[src/rtl/sdram_line_fetch.sv]
// sdram_line_fetch: answers a one-line (128-bit) request from the loader by
// issuing 8 pipelined 16-bit Avalon-MM reads and packing the beats into
// sdram_data. sdram_ac stays high until the loader drops sdram_rd.
// Optional build macro: LINE_FETCH_BYTESWAP_EN swaps the two bytes of every
// captured beat (big-endian asset images); timing is unchanged.
module sdram_line_fetch #(
  parameter int LINE_AW = 22,
  parameter int AVM_AW  = 25,
  parameter int BEATS   = 8
) (
  input  logic                  clk,
  input  logic                  reset,
  input  logic                  ctrl_ready,
  input  logic                  sdram_rd,
  input  logic [LINE_AW-1:0]    sdram_addr,
  output logic                  sdram_wait,
  output logic                  sdram_ac,
  output logic [BEATS*16-1:0]   sdram_data,
  output logic [AVM_AW-1:0]     avm_address,
  output logic                  avm_read,
  input  logic                  avm_waitrequest,
  input  logic [15:0]           avm_readdata,
  input  logic                  avm_readdatavalid
);

  localparam int CW = $clog2(BEATS);
  localparam logic [CW-1:0] LAST = CW'(BEATS - 1);

  typedef enum logic [1:0] {IDLE, ISSUE, DRAIN, ACK} state_t;

  state_t                   state, state_n;
  logic [1:0]               rdy_sync;
  logic [CW-1:0]            issue_cnt, beat_cnt;
  logic [BEATS-1:0][15:0]   shadow, line_wr;
  logic [15:0]              beat_data;
  logic                     start, accept, capture, done;

`ifdef LINE_FETCH_BYTESWAP_EN
  assign beat_data = {avm_readdata[7:0], avm_readdata[15:8]};
`else
  assign beat_data = avm_readdata;
`endif

  // Controller-ready is asynchronous; wait follows the second sync flop only.
  always_ff @(posedge clk or posedge reset)
    if (reset) rdy_sync <= '0;
    else       rdy_sync <= {rdy_sync[0], ctrl_ready};

  assign sdram_wait = ~rdy_sync[1];

  // State register.
  always_ff @(posedge clk or posedge reset)
    if (reset) state <= IDLE;
    else       state <= state_n;

  // Next state and per-cycle control strobes.
  always_comb begin
    state_n = state;
    start   = 1'b0;
    accept  = 1'b0;
    done    = 1'b0;
    // Beats can come back while reads are still being issued.
    capture = (state == ISSUE || state == DRAIN) && avm_readdatavalid;
    line_wr = shadow;
    line_wr[beat_cnt] = beat_data;
    case (state)
      IDLE:  if (sdram_rd && !sdram_wait) begin
               start   = 1'b1;
               state_n = ISSUE;
             end
      ISSUE: if (!avm_waitrequest) begin
               accept = 1'b1;
               if (issue_cnt == LAST) state_n = DRAIN;
             end
      DRAIN: if (capture && beat_cnt == LAST) begin
               done    = 1'b1;
               state_n = ACK;
             end
      ACK:   if (!sdram_rd) state_n = IDLE;
      default: state_n = IDLE;
    endcase
  end

  // Read issue, beat capture and line hand-off.
  always_ff @(posedge clk or posedge reset)
    if (reset) begin
      avm_read    <= 1'b0;
      avm_address <= '0;
      issue_cnt   <= '0;
      beat_cnt    <= '0;
      shadow      <= '0;
      sdram_data  <= '0;
      sdram_ac    <= 1'b0;
    end else begin
      if (start) begin
        // Line base; low bits zero so +7 never carries out of the line.
        avm_address <= {sdram_addr, {CW{1'b0}}};
        avm_read    <= 1'b1;
        issue_cnt   <= '0;
        beat_cnt    <= '0;
      end
      // Address/read only move on an accepted command, so they hold during stalls.
      if (accept) begin
        if (issue_cnt == LAST) begin
          avm_read <= 1'b0;
        end else begin
          issue_cnt   <= issue_cnt + 1'b1;
          avm_address <= avm_address + AVM_AW'(1);
        end
      end
      if (capture) begin
        shadow   <= line_wr;
        beat_cnt <= beat_cnt + 1'b1;
      end
      // Publish the line together with ac; data then holds until the next line.
      if (done) begin
        sdram_data <= line_wr;
        sdram_ac   <= 1'b1;
      end
      if (state == ACK && !sdram_rd) sdram_ac <= 1'b0;
    end

endmodule
[config.mk]
export PLATFORM = sky130hd
export DESIGN_NAME = sdram_line_fetch
export DESIGN_NICKNAME = d
export VERILOG_FILES = /design/src/rtl/sdram_line_fetch.sv
export SDC_FILE = /design/constraint.sdc
export NUM_CORES = 1
export LEC_CHECK = 0
export ABC_AREA = 1
export BUFFER_PORTS_ARGS = -buffer_cell sky130_fd_sc_hd__clkbuf_2
export CORE_MARGIN = 2
export CORE_UTILIZATION = 50
export CTS_CLUSTER_DIAMETER = 100
export DETAILED_ROUTE_END_ITERATION = 16
export PLACE_DENSITY = 0.72
export SETUP_SLACK_MARGIN = 0.5
export SLEW_MARGIN = 20
export SYNTH_ARGS = -nofsm -noshare
export SYNTH_HDL_FRONTEND = slang
export SYNTH_SLANG_ARGS = --single-unit
[constraint.sdc]
create_clock -name clk -period 24.1 [get_ports clk]
set_input_delay 1.205 -clock clk [delete_from_list [all_inputs] [get_ports clk]]
set_output_delay 1.205 -clock clk [all_outputs]
set_load 0.05 [all_outputs]
==> flow_summary.ini <==
[layout]
final_area_um2 = 14950
fillCellCount = 2171
fin_util_pct = 59.37
final_cell_mix = nand2_1, o21ai_0, dfrtp_1
nNetsFinal = 1652
layout_commonest_cell = nand2_1
syn_to_final_growth_pct = 16.50
fin_cells = 1951
n_antenna_cell = 0
drive_above_1_share_pct = 16.22

[sta]
slew_headroom_pct = 31.04
finalSetupTns_ps = 0
whs_ps = 353.3
setup_viol = 0
max_freq_mhz = 246.3
rsz0062_at_grt = false
hold_violations = 0
fin_skew_ps = 16.58
timing.final.crit_share_pct = 16.85
period_needed_ps = 4060
drv_slew = 0
setup_slack_ps = 20040
tightestPinTransition_ps = 1034

[placement]
dp.cells = 1896
placed_area_um2 = 13930
place_ws_ps = 19520
gp_congestion = 0.8786
portBuffers = 199
dp_hpwl_um = 20300

[critical_path]
required_ps = 24500
max_stage_delay_ps = 850
crit_arrival_ps = 4460
critPathMostFrequentCell = buf_4
crit_path_cell_trace = inv_1 -> ha_1 -> nand2_8 -> inv_2 -> nand3_4 -> buf_4 -> buf_4 -> o21ai_0
critPathTopFamily = buffers and inverters
crit_path_start_kind = flip-flop
slowest_stage = buf_4
crit_fanout = 137
worstSetupPathType = flip-flop to flip-flop
path_buf_inv = 4
cp-end-kind = flip-flop

[clock_network]
worstSkewPairLatency_ps = 570
post-cts-setup-buffers = 0
cts_tree = done
clk_pin_slew_ps = 60
clkSinkCount = 293
root_buffer = clkbuf_16
postCtsHoldBufs = 0
numCtsBuffers = 30
cts_resized = 0
htreeDepth = 1
clockBufferDepth = 3

[synthesis]
synth.distinct_cells = 30
ys.warnings.count = 0
synth_cells = 1443
syn-num-nets = 1497
synth_edf_count = 0
ys_seq_area_share_pct = 57.13
synth_area_um2 = 12830
ys_async_sr_fraction_pct = 100.0
synthFlopType = dfrtp_1
synth-seq-cells = 293
avgSynthCellArea_um2 = 8.894

[floorplan]
initial_core_util_pct = 50.96
core_um2 = 25180
num_rows = 58
dieWidth_um = 164.2
die-area_um2 = 26960
die_h_um = 164.2
io_pins = 200

[detailed_routing]
ant_nets = 0
drtIter0Drc = 1081
drc_errors = 0
drt-vias-per-instance = 5.258
num_vias = 10260
first_pass_iters = 5
route.detailed.wl_per_inst_um = 16.44
routed_wl_um = 32080

[global_route]
grt_busiest_layer = met2
antenna_found_initial = 0
use_met2_pct = 36.84
grt_use_met3_pct = 3.561
overflow = 0
grt_use_total_pct = 23.93
grt_pass1_wl_um = 50850
grt_pass1_vias = 9454
grt_max_degree = 160
grt_util_met1_pct = 35.71

[power]
powerDensity_nw_per_um2 = 137.2
p_leak_nw = 7.822
ir_worst_vdd_mv = 0.09196
power_mw = 2.052

[run_status]
status = finished clean

[job]
cap_violations = 0

[worst_hold_path]
hp-class = flip-flop to flip-flop
[routing by layer]
metal | share of wire (%) | wire, um | up-vias
met1 | 46 | 14660 | 4850
met4 | 2.4 | 784 | 0
met5 | 0 | 0 | -
met2 | 45 | 14530 | 323
li1 | - | - | 5032
met3 | 6.6 | 2103 | 54
[cell families (layout without fill, tap and decap cells)]
kind of cell,count (synthesis),after routing,synth area share (%)
and+or+nand+nor,521,521,16.12
xor gates and xnor gates,2,2,0.1365
muxes,64,64,4.992
adders and majority gates,10,10,0.9749
AOI/OAI and AO/OA,364,364,14.46
DFF,293,293,57.13
buffers and inverters,189,367,6.191
[path summary, 6_finish.rpt]
check / start / to / cells after the start / slack [ps]
max in group asynchronous: reset / sdram_data[55] / 3 / 21830
hold reg to reg: rdy_sync[0] / rdy_sync[1] / 0 / 350
setup reg to reg: state[0] / sdram_data[20] / 8 / 20040
hold / removal: rdy_sync[0] / rdy_sync[1] / 0 / 350
min in group asynchronous: reset / avm_address[0] / 2 / 820
setup / recovery: state[0] / sdram_data[20] / 8 / 20040
[sequential cells by signal (all words and copies together) (netlist names)]
register / count
sdram_data: 128
shadow: 128
state: 2
avm_address: 25
sdram_ac: 1
beat_cnt: 3
issue_cnt: 3
avm_read: 1
rdy_sync: 2
[cells in the mapped netlist (2+ instances only)]
master	count	area share, %
nand3_2	4	0.31
buf_2	38	1.5
ha_1	10	0.97
buf_4	2	0.12
nand4_1	2	0.097
o21bai_1	4	0.23
nand2_2	3	0.15
buf_6	4	0.35
o21ai_1	3	0.12
a31oi_1	8	0.39
mux2i_1	64	5.0
o211ai_1	3	0.18
clkbuf_1	36	1.1
o21ai_0	335	13
inv_2	2	0.059
inv_1	106	3.1
nand2_1	419	12
nor2_1	42	1.2
dfrtp_1	293	57
nand3_1	47	1.8
a21oi_1	9	0.35
[area by class of cell]
class	instances	area [um2]	share of cell area (%)
inverters	109	416.7	2.787
clock buffers	49	942.2	6.302
repair buffers	203	1039	6.946
well taps	330	412.9	2.762
flip-flops and latches	293	7332	49.04
clock inverters	6	80.08	0.5356
multi-input cells	961	4728	31.63
[worst reg2reg max path, cell delays in order, from the launching register on]
cell and delay [ps]:
dfrtp_1 390, inv_1 100, ha_1 410, nand2_8 480
inv_2 230, nand3_4 490, buf_4 650, buf_4 860
o21ai_0 290
[where the power goes]
part / leakage [nW] / internal (mW) / total [mW] / switching [mW]
logic: 3.41 / 0.211 / 0.821 / 0.609
clock network: 0.505 / 0.277 / 0.471 / 0.194
registers: 3.91 / 0.651 / 0.760 / 0.109
total: 7.82 / 1.14 / 2.05 / 0.912
(Power assumes the default switching activity.)
